==> src/rtl/jb_hazard_ctrl.sv <==
// Decode-stage hazard sequencer for branches/jumps resolved in ID from raw regfile reads.
// Stalls IF/ID and bubbles ID/EX until operands are written, qualifies redirects, counts events.
module jb_hazard_ctrl #(
    parameter int CNT_W = 16
) (
    input  logic             clk,
    input  logic             rst_n,
    input  logic             i_id_valid,
    input  logic [1:0]       i_id_jb_sel,
    input  logic             i_id_uses_rs1,
    input  logic             i_id_uses_rs2,
    input  logic [4:0]       i_id_rs1,
    input  logic [4:0]       i_id_rs2,
    input  logic             i_jb_taken,
    input  logic [4:0]       i_ex_rd,
    input  logic             i_ex_load_regfile,
    input  logic             i_ex_is_load,
    input  logic [4:0]       i_mem_rd,
    input  logic             i_mem_load_regfile,
    input  logic             i_mem_stall,
    output logic             o_stall_if_id,
    output logic             o_bubble_id_ex,
    output logic             o_stall_all,
    output logic             o_pc_redirect,
    output logic             o_flush_if_id,
    output logic [CNT_W-1:0] o_stall_cycles,
    output logic [CNT_W-1:0] o_redirect_count,
    output logic             o_fsm_state
);

    typedef enum logic {
        ST_RUN  = 1'b0,
        ST_WAIT = 1'b1
    } state_t;

    state_t           r_state;
    logic [1:0]       r_wait_cnt;
    logic [CNT_W-1:0] r_stall_cycles;
    logic [CNT_W-1:0] r_redirect_count;

    logic       w_ex_hit1, w_ex_hit2, w_mem_hit1, w_mem_hit2;
    logic [1:0] w_depth;
    logic       w_hold;
    logic       w_redirect;

    // WB producers never appear here: the regfile writes through to the same-cycle ID read.
    assign w_ex_hit1  = i_id_uses_rs1 && (i_id_rs1 == i_ex_rd) && (i_ex_rd != 5'd0) && i_ex_load_regfile;
    assign w_ex_hit2  = i_id_uses_rs2 && (i_id_rs2 == i_ex_rd) && (i_ex_rd != 5'd0) && i_ex_load_regfile;
    assign w_mem_hit1 = i_id_uses_rs1 && (i_id_rs1 == i_mem_rd) && (i_mem_rd != 5'd0) && i_mem_load_regfile;
    assign w_mem_hit2 = i_id_uses_rs2 && (i_id_rs2 == i_mem_rd) && (i_mem_rd != 5'd0) && i_mem_load_regfile;

    always_comb begin
        w_depth = 2'd0;
        if ((r_state == ST_RUN) && i_id_valid && !i_mem_stall) begin
            case (i_id_jb_sel)
                2'b00: begin
                    if (w_ex_hit1 || w_ex_hit2)        w_depth = 2'd2;
                    else if (w_mem_hit1 || w_mem_hit2) w_depth = 2'd1;
                end
                2'b10: begin
                    if (w_ex_hit1)       w_depth = 2'd2;
                    else if (w_mem_hit1) w_depth = 2'd1;
                end
                default: begin
                    if ((w_ex_hit1 || w_ex_hit2) && i_ex_is_load) w_depth = 2'd1;
                end
            endcase
        end
    end

    assign w_hold     = rst_n && !i_mem_stall && ((r_state == ST_WAIT) || (w_depth != 2'd0));
    assign w_redirect = rst_n && !i_mem_stall && i_jb_taken && i_id_valid && (i_id_jb_sel != 2'b11)
                        && (r_state == ST_RUN) && (w_depth == 2'd0);

    assign o_stall_if_id    = w_hold;
    assign o_bubble_id_ex   = w_hold;
    assign o_stall_all      = rst_n && i_mem_stall;
    assign o_pc_redirect    = w_redirect;
    assign o_flush_if_id    = w_redirect;
    assign o_stall_cycles   = r_stall_cycles;
    assign o_redirect_count = r_redirect_count;
    assign o_fsm_state      = r_state;

    always_ff @(posedge clk or negedge rst_n) begin
        if (!rst_n) begin
            r_state          <= ST_RUN;
            r_wait_cnt       <= 2'd0;
            r_stall_cycles   <= '0;
            r_redirect_count <= '0;
        end else begin
            // A memory stall freezes sequencing; the counters below are gated by w_hold/w_redirect.
            if (!i_mem_stall) begin
                case (r_state)
                    ST_RUN: begin
                        if (w_depth == 2'd2) begin
                            r_wait_cnt <= 2'd1;
                            r_state    <= ST_WAIT;
                        end
                    end
                    ST_WAIT: begin
                        r_wait_cnt <= r_wait_cnt - 2'd1;
                        if (r_wait_cnt == 2'd1) r_state <= ST_RUN;
                    end
                    default: r_state <= ST_RUN;
                endcase
            end
            if (w_hold && (r_stall_cycles != {CNT_W{1'b1}}))
                r_stall_cycles <= r_stall_cycles + 1'b1;
            if (w_redirect && (r_redirect_count != {CNT_W{1'b1}}))
                r_redirect_count <= r_redirect_count + 1'b1;
        end
    end

endmodule

==> config.mk <==
export PLATFORM = sky130hd
export DESIGN_NAME = jb_hazard_ctrl
export DESIGN_NICKNAME = d
export VERILOG_FILES = /design/src/rtl/jb_hazard_ctrl.sv
export SDC_FILE = /design/constraint.sdc
export NUM_CORES = 1
export LEC_CHECK = 0
export BUFFER_PORTS_ARGS = -buffer_cell sky130_fd_sc_hd__buf_2
export CORE_ASPECT_RATIO = 1.2
export CORE_MARGIN = 2
export CORE_UTILIZATION = 51
export DETAILED_ROUTE_END_ITERATION = 8
export PLACE_DENSITY_LB_ADDON = 0.05
export SLEW_MARGIN = 20
export SYNTH_ARGS = -nofsm -noshare
export SYNTH_HDL_FRONTEND = slang
export SYNTH_SLANG_ARGS = --single-unit
==> constraint.sdc <==
create_clock -name clk -period 3.3 [get_ports clk]
set_input_delay 0.66 -clock clk [delete_from_list [all_inputs] [get_ports clk]]
set_output_delay 0.66 -clock clk [all_outputs]
set_load 0.005 [all_outputs]
# ---- Word level (Yosys, flattened, before mapping)
# Index checks and enable logic that the tools add are counted.
dict set report classes {
  addsub 3
  n_eq_ne 11
  muxes 12
  bitwise_logic 2
  reduce_logical 35
}
# operator count
set op_table {}
lappend op_table {{$add A16 B1 Y16 const B} 2}
lappend op_table {{$ne A16 B16 Y1 const B} 2}
lappend op_table {{$logic_and A1 B1 Y1} 25}
lappend op_table {{$eq A5 B5 Y1} 4}
lappend op_table {{$reduce_bool A5 Y1} 2}
lappend op_table {{$mux W2} 4}
lappend op_table {{$pmux W2 S2} 2}
lappend op_table {{$mux W1} 5}
lappend op_table {{$eq A2 B2 Y1 const B} 2}
lappend op_table {{$logic_not A2 Y1} 2}
lappend op_table {{$logic_or A1 B1 Y1} 3}
lappend op_table {{$eq A2 B1 Y1 const B} 1}
lappend op_table {{$ne A2 B1 Y1 const B} 1}
lappend op_table {{$ne A2 B2 Y1 const B} 1}
lappend op_table {{$not A1 Y1} 2}
lappend op_table {{$pmux W1 S2} 1}
lappend op_table {{$reduce_and A2 Y1} 1}
lappend op_table {{$reduce_bool A2 Y1} 1}
lappend op_table {{$sub A2 B1 Y2 const B} 1}
lappend op_table {{$logic_not A1 Y1} 1}
dict set report totals {
  register_bits 35
  wordCells 67
}

# ---- Logic depth before layout (Yosys ltp)
# Gate-level depths: netlist (run 1).
dict set report depth {
  depth_word 13
  depth_mapped 8
  ltp_nobuf 7
}

# ---- Worst setup path before layout (run 1)
# Ideal clock, no wire load.
dict set report synth_timing {
  path_kind {in2out}
  start {input i_ex_rd[1]}
  end {output o_stall_if_id}
  arrival_ns 2.377
  required_time_ns 2.640
  slack_ns 0.263
  path_stages 7
  path_cell_list {or4_1 -> o21ai_1 -> a2111oi_4 -> nor4_4 -> buf_4 -> nor2_1 -> buf_4}
}
dict set report synth_via {
  elab_chain_cells 12
  elab_cells_between_ends 19
  classes_between {2 x eq/ne; 5 x mux; 12 x reduce/logical}
}
# item line_no
set synth_lines {}
lappend synth_lines {{from (decl)} 15} ;# input logic [4:0] i_ex_rd,
lappend synth_lines {{$eq A5 B5 Y1, on equally long branches} {47, 48}}
lappend synth_lines {{$logic_and A1 B1 Y1, on equally long branches (3 in series)} {47, 48}}
lappend synth_lines {{$logic_or A1 B1 Y1} {57, 65}}
lappend synth_lines {{$logic_and A1 B1 Y1} 65} ;# if ((w_ex_hit1 || w_ex_hit2) && i_ex_is_load) w_depth = 2'd1;
lappend synth_lines {{$mux W1} 65}
lappend synth_lines {{$pmux W2 S2 *} 55} ;# case (i_id_jb_sel)
lappend synth_lines {{$mux W2 *} 54} ;# if ((r_state == ST_RUN) && i_id_valid && !i_mem_stall) begin
lappend synth_lines {{$reduce_bool A2 Y1 *} 71} ;# assign w_hold = rst_n && !i_mem_stall && ((r_state == ST_WAIT) || (w_depth != 2'd0));
lappend synth_lines {{$logic_or A1 B1 Y1 *} 71}
lappend synth_lines {{$logic_and A1 B1 Y1 *} 71}
lappend synth_lines {{to (decl)} 21} ;# output logic o_stall_if_id,
# Mark *: on every way between the ends. The rest lies on a longest branch, timed or not.

# ---- Worst setup path after layout (run 1)
# Ends and elaborated chain as after synthesis.

==> results of run 1 <==
==> worst min path at each step <==
stage | start | endpoint | slack, ns | depth (start not counted)
finish | rst_n | o_stall_cycles[11] | 0.26 | 1
global route | rst_n | o_stall_cycles[11] | 0.30 | 1
CTS | rst_n | o_stall_cycles[11] | 0.27 | 1
detailed placement | o_stall_cycles[4] | o_stall_cycles[4] | 0.47 | 1
global placement | o_stall_cycles[4] | o_stall_cycles[4] | 0.47 | 1
floorplan | rst_n | o_fsm_state | 0.36 | 0
==> cell type report <==
| cell class | count | area, um2 | share of cell area |
|---|---|---|---|
| clock buffers | 8 | 100.1 | 0.03740 |
| multi-input cells | 170 | 1239 | 0.4628 |
| inverters | 3 | 11.26 | 0.004208 |
| well taps | 54 | 67.56 | 0.02525 |
| flip-flops and latches | 35 | 875.8 | 0.3273 |
| repair buffers | 74 | 382.9 | 0.1431 |
==> registers in the layout, summed over array words and instances (netlist names) <==
name,flops
o_fsm_state,1
o_redirect_count,16
o_stall_cycles,16
r_wait_cnt,2
==> metal layers <==
layer	global-route usage	vias to the layer above
met2	0.3298	45
li1	-	914
met4	0.08696	0
met3	0.03545	6
met5	0	-
met1	0.2852	833
==> synthesized netlist by cell type, types with 3 or more instances <==
cell,instances
nand4_1,14
xor2_1,20
nand2_1,17
nand2b_1,3
nand3_1,20
xnor2_1,25
nor4_2,6
ha_1,3
dfrtp_1,35
and2_1,4
buf_4,3
mux2_2,6
inv_1,3
or4_1,3
nor3_1,11
nor2_1,9
and3_1,7
==> kinds of logic (layout without fill, tap and decap cells) <==
| group | Yosys count | after routing | share of synthesized area |
|---|---|---|---|
| buf+inv | 10 | 85 | 0.02312 |
| simple gates | 107 | 107 | 0.2994 |
| flops | 35 | 35 | 0.4046 |
| compound gates | 7 | 7 | 0.03237 |
| mux | 8 | 8 | 0.04104 |
| xor+xnor | 45 | 45 | 0.1821 |
| fa+ha+maj | 3 | 3 | 0.01734 |
==> power breakdown <==
group / internal (uW) / leakage (uW) / switching, uW
sequential: 470 / 0.000479 / 45.3
clock: 190 / 0.0000515 / 151
combinational: 102 / 0.000763 / 98.8
==> stage by stage <==
step | cells | power, uW | setup slack (ns) | instance area [um2]
floorplan | 215 | 630.2 | 0.2631 | 2165
global placement | 336 | 724.1 | 0.1716 | 2576
detailed placement | 336 | 728.6 | 0.1404 | 2576
CTS | 344 | 1075 | 0.1284 | 2676
global route | 344 | 1124 | 0.04596 | 2676
finish | 344 | 1058 | 0.1761 | 2676
==> critical path, delay by kind of cell <==
family | cells | cell delay [ns]
AND/OR/NAND/NOR | 3 | 1.11
AO/OA/AOI/OAI | 2 | 0.43
buffers and inverters | 2 | 0.27
==> run summary, run 1 <==
Relative to the synthesized area, the layout overhead comes to 23.64%. The layout has 354 filler cells. The async set or reset register ratio after synthesis is 1.000, and the leakage component of the power is 0.001294 uW. In this run the clock root is driven by a clkbuf_8. TritonCTS built the clock tree. Before antenna repair, the detailed router went through 4 iterations. The pin count of the biggest net entering global routing is 25. The mapped netlist covers 0.002165 mm2.

The library cell used most frequently in the layout, excluding fill and tap cells, is buf_2. The flow ran to the end, and the final reports show no timing, DRC or antenna violations. For the final worst clock skew, the log shows 0.007168 ns.

Counting along the longest clock path gives a buffer depth of 2. The count of nets left with antenna violations once routing finished came out at 0. The library cells used most frequently in the layout, excluding fill and tap cells, are buf_2 (69), dfrtp_1 (35), xnor2_1 (25). Summed over all layers, the routed wires come to 4.486 mm.

Detailed placement finished with a half-perimeter wire length of 3.440 mm. The run gives 0.3201 GHz as the achievable frequency. Dividing the synthesized area by the synthesized cell count gives 10.07 um2.

At the pin with the least slew margin, the transition time is 0.5054 ns. The area share of the leading cell type in the synthesized netlist was 0.4046; the largest voltage drop on the vdd net was 0.0003476 V. In this run, the number of DRC markers left after iteration 0 of detailed routing was 73. For the final setup TNS, the log shows 0 ns.

CTS saw 35 sinks. The leading register cell type out of synthesis was dfrtp_1. Setup violations remaining at the end of the flow were counted as 0. Input and output buffers added on the ports amount to 69. The number of instances in the synthesized netlist was 215; the time the final worst path needs with I/O delays and setup was 3.124 ns.

The floorplan step defined a core boundary enclosing 0.004004 mm2. For the critical path data arrival time, the log shows 2.46 ns. STA classifies the critical path startpoint as a primary input. Type of the tightest min-delay check: primary input to asynchronous set/reset pin. The number of vias per cell after detailed routing came out at 5.227. Setup repair after global routing left no endpoint under its margin. Worst setup path category: primary input to primary output.

Kind of end point of the critical path: a primary output. For this run, the number of Yosys warnings is 0. Max-cap violations in this run came to 0.

The placer's final routability congestion estimate is 0.8160. The most numerous cell on the critical path was buf_2. Clock latency on the worst-skew pair, taken at its later pin, is 0.29 ns. The tools report the overall via count from detail_route as 1798. The startpoint of the most critical register-to-register path was o_fsm_state. The share of the core filled with cells came out at 0.6684. The critical path goes through buf_2 > or4_1 > o21ai_1 > a211oi_2 > nor4_4 > nor2_1 > buf_2.

After global routing the overflow that remains totals 0. For the hold violation count in the final report, the log shows 0. The critical path ends at o_stall_if_id. Wire length per cell: 13.04 um. The tools report the total track usage as 0.2071. The tools report the worst slew slack as a fraction of its limit as 0.6605. The number of buffers created by CTS was 5; the number of nets in the final layout was 324. The worst reg2reg path depth came out at 8. Max-slew violation count: 0.

The most critical setup path has its startpoint at i_ex_rd[1]. The routed design uses 2.098 mm of met2 wire. The number of antenna cells inserted came out at 0. In this run, post-CTS hold repair placed 0 buffers. The setup check on the worst reg-to-reg path leaves a slack of 0.96 ns. Initial core utilization: 0.5406. The first global-routing pass estimated 7.748 mm of wire. For the via count of the first global-routing pass, the log shows 1732. The highest metal layer carrying signal wires in the routed design is met4. The floorplan step defined a die boundary enclosing 0.004783 mm2.

Synthesis instantiated 38 different standard cells from the library. Measured along the y axis, the die boundary spans 75.37 um. Yosys attributes the largest share of cell area to dfrtp_1 (40%), xnor2_1 (10%), xor2_1 (8.1%), nand3_1 (4.6%), nand4_1 (4.0%). The routed length on met3 was 212 um. The slowest stage of the critical path is the or4_1 cell. The number of flops mapped to enable cells by yosys is 0, and the maximum fanout along the worst path is 8.

For this design the top-level I/O count stands at 70. The tools report the worst slack on hold paths as 0.2605 ns. Total power density per cell area: 395.2 mW/mm2. The tools report the number of antenna violations at the first check in global routing as 0.

The largest total area in the synthesized netlist belongs to dfrtp_1. The H-tree level count was 2. The part of the Yosys area used for sequential elements is 0.4046.

After clock tree synthesis, the clock-pin slew on the worst setup and hold paths is 0.07 ns. The number of nets in the synthesized netlist came out at 250. The synthesized flop and latch total is 35. In this run the post-CTS setup repair buffer count came out at 0. The die extent in x was 63.47 um. For this run, the slowest stage of the critical path takes 0.54 ns.

The final period utilization works out to 0.9466. The share of post-route cells with drive strength above 1 was 0.3483. The initialized floorplan defines 25 standard-cell rows. Post-CTS repair changed the size of 0 cells. The run gives 2.099 mm as the routed metal-1 wire length. The endpoint identified for the worst register-to-register timing path is o_stall_cycles[9].

For the worst setup path, the data required time is 2.64 ns. The remaining routing DRC violations came out at 0.
No activity file was read; power rests on OpenSTA's default activity.
==> inputs of run 2 (changes only) <==
- ABC_AREA: default -> 1
- CORE_MARGIN: 2 -> default
- CORE_UTILIZATION: 51 -> 54
- SKIP_LAST_GASP: default -> 1
==> run summary, run 2 <==
The total standard cell area after synthesis is 0.002816 mm2, and the total power density per cell area is 405.7 mW/mm2. Hold violation count in the final report: 0. The first global-routing pass estimated 10.19 mm of wire. For this block, the initial DRC count from the detailed router was 100.

Of all nets on the critical path, the largest fanout is 22. Via count of the first global-routing pass: 2373. After global routing the overflow that remains totals 0.

The floorplan has 28 rows. The worst setup path category is primary input to primary output. Max-slew violation count: 0. Largest area contributor in the synthesized netlist: dfrtp_1. The cell count after synthesis came out at 389.

The mean area per synthesized cell is 7.240 um2, and the total power is 1325 uW. For this run, the number of Yosys warnings is 0. The final period utilization is 0.8376, and the count of input and output buffers is 69. The flow ran to the end, and the final reports show no timing, DRC or antenna violations. Leaving out fill and tap cells, the most frequent cells in the layout are nand2_1 (109), buf_2 (69), inv_1 (56).

The first detailed-routing pass took 4 iterations. The wire length per cell is 11.70 um, and the post-layout instance area is 0.003266 mm2. The final instance count without filler cells was 517; the core footprint was 0.004975 mm2. The floorplan step defined a die boundary enclosing 0.005509 mm2. Leaving out fill and tap cells, the most frequent cell in the layout is nand2_1. The placed instances occupy a cell area of 0.003153 mm2. The startpoint class of the critical path was a primary input. The run gives 0.3110 as the part of the Yosys area used for sequential elements.

Signal routing reaches up to met4. The detailed router put a total of 2.562 mm of wire on met1. The tools report the number of violations of the max-capacitance limit as 0.

Counting flops and latches in the post-synthesis netlist gives 35. After detailed routing, the total wire length is 6.050 mm. In this run, post-CTS repair resized a total of 0 instances. 0 antenna diodes ended up in the layout. The run gives 0.5661 as the initial core utilization. Sorting the synthesized cells by area gives the leading types as dfrtp_1 (31%), nand2_1 (15%), inv_1 (7.5%), nand2_2 (5.8%), xnor2_1 (5.3%). Async set or reset register ratio after synthesis: 1.000. For the worst setup path, the data required time is 2.64 ns. The area growth from synthesis to layout is 15.95%. Once the clock tree was built, the setup fixing pass inserted 0 buffers. The area share of the leading cell type in the synthesized netlist is 0.3110. The overall via count from detail_route is 2629.

Walking the worst path, the cells encountered are buf_2 > inv_1 > nand2_1 > nand2_1 > nor2_1 > nand3_1 > a21oi_1 > nand2_2 > nand2_2 > nand2_4 > nand3_4 > nand2_1 > inv_1 > buf_2. After clock tree synthesis, the clock-pin slew on the worst setup and hold paths is 0.08 ns. The number of flops mapped to enable cells by yosys is 0.

Counting stages on the worst path, the most repeated cell is nand2_1. At the placement stage, the worst setup path has a slack of 0.5586 ns. For the final database, setup skew stands at 0.01203 ns.

The clock passes through at most 2 buffers. The die is 67.93 um wide. At the end of the flow, the number of nets in the layout was 491. The achievable frequency is 0.3618 GHz. The number of cells in the design after placement is 509, and the die span in y is 81.11 um. In this run the remaining antenna-violating nets after routing total 0.

Ranked by instance count, the synthesized netlist is headed by nand2_1 (109), inv_1 (56), dfrtp_1 (35), nor2_1 (29), nand2_2 (26). TritonCTS built the clock tree. Once routing completed, OpenROAD measured the worst setup slack at 0.5359 ns.

The type of the tightest min-delay check was primary input to asynchronous set/reset pin. Synthesis produced a netlist with a net count of 424. For the unique cell type count in the Yosys netlist, the log shows 34.

The routed length on met3 is 251 um, and the leakage component of the power is 0.001730 uW. The logs give 2.10 ns for the critical path data arrival time and 0 for the number of antenna violations at the first check in global routing. The run gives 0.8528 as the placer's final routability congestion estimate. STA classifies the critical path endpoint as a primary output.

On the worst path, the slowest cell contributes a delay of 0.23 ns. Buffers inserted to repair hold after CTS numbered 0. The run gives 5 as the number of buffers created by CTS.

The tools report the final setup TNS as 0 ns. For this design the top-level I/O count stands at 70. The number of clock sinks was 35. The detailed-placement wirelength estimate was 4.586 mm. The total track usage was 0.2405; the largest voltage drop on the vdd net was 0.0003448 V.

The share of post-route cells with drive strength above 1 was 0.3020. The leading register cell type out of synthesis is dfrtp_1. After detailed routing, the met2 layer carries 3.137 mm of wire.

In the routed layout, each cell is associated on average with a via count of 5.085. For the pin with the worst max-slew slack, the measured transition is 0.6488 ns. Setup repair after global routing left no endpoint under its margin.

Setup violations remaining at the end of the flow were counted as 0. After detailed routing, the number of remaining DRC violations is 0. In this run the number of H-tree levels came out at 2. The run gives 0.5648 as the worst slew slack as a fraction of its limit. The clock latency at the later pin of the worst-skew pair came out at 0.30 ns. Entering global routing, the biggest net connects 37 pins. The master of the slowest instance on the critical path was a21oi_1. By instance count, the leading cell after synthesis is nand2_1.

Root buffer cell: clkbuf_8. The smallest clock period supported by the final layout is computed as 2.764 ns.
run 2: worst max-delay path, delay by kind of cell:
family	cells	cell delay, ns
compound gates	1	0.23
buf+inv	4	0.33
simple gates	9	0.86
run 2: power by group:
part | internal, uW | switching (uW)
Sequential | 485 | 63.1
Combinational | 151 | 228
Clock | 225 | 173
run 2: logic make-up (layout without fill, tap and decap cells):
family / Yosys count / after routing / synth area share
AO/OA/AOI/OAI: 25 / 25 / 0.06798
XOR/XNOR: 26 / 26 / 0.08085
adder cells (fa/ha/maj): 3 / 3 / 0.01333
buffers and inverters: 70 / 138 / 0.1137
flip-flops: 35 / 35 / 0.3110
multiplexers: 1 / 1 / 0.003998
AND/OR/NAND/NOR: 229 / 229 / 0.4091
run 2: layer usage:
| layer | track usage | vias up |
|---|---|---|
| li1 | - | 1358 |
| met1 | 0.2716 | 1199 |
| met2 | 0.4314 | 59 |
| met3 | 0.05758 | 13 |
| met4 | 0.07917 | 0 |
| met5 | 0 | - |
run 2: area by class of cell:
type                            count  area [um2]
Clock buffer                        5       68.82
Clock inverter                      3       43.79
Fill cell                         480        1709
Inverter                           59       221.5
Multi-Input combinational cell    284        1620
Sequential cell                    35       875.8
Tap cell                           60       75.07
Timing Repair Buffer               71       360.3
run 2: per-stage QoR:
step                        util  hold slack (ns)
after floorplan                -           0.3644
after global placement    0.6338           0.4757
after detailed placement  0.6338           0.4902
after CTS                 0.6564           0.4422
after global routing      0.6564           0.4727
final                     0.6564           0.4200
run 2: path summary, 6_finish.rpt:
kind,startpoint,to,slack (ns),cells past startpoint
worst max-delay path,i_mem_rd[0],o_stall_if_id,0.54,14
worst min-delay path,rst_n,o_redirect_count[9],0.42,2
worst max register to register,o_stall_cycles[0],o_stall_cycles[15],1.07,12
worst min register to register,o_stall_cycles[15],o_stall_cycles[15],0.50,2
max in group asynchronous,rst_n,o_redirect_count[2],2.54,2
min in group clk,o_stall_cycles[15],o_stall_cycles[15],0.50,2
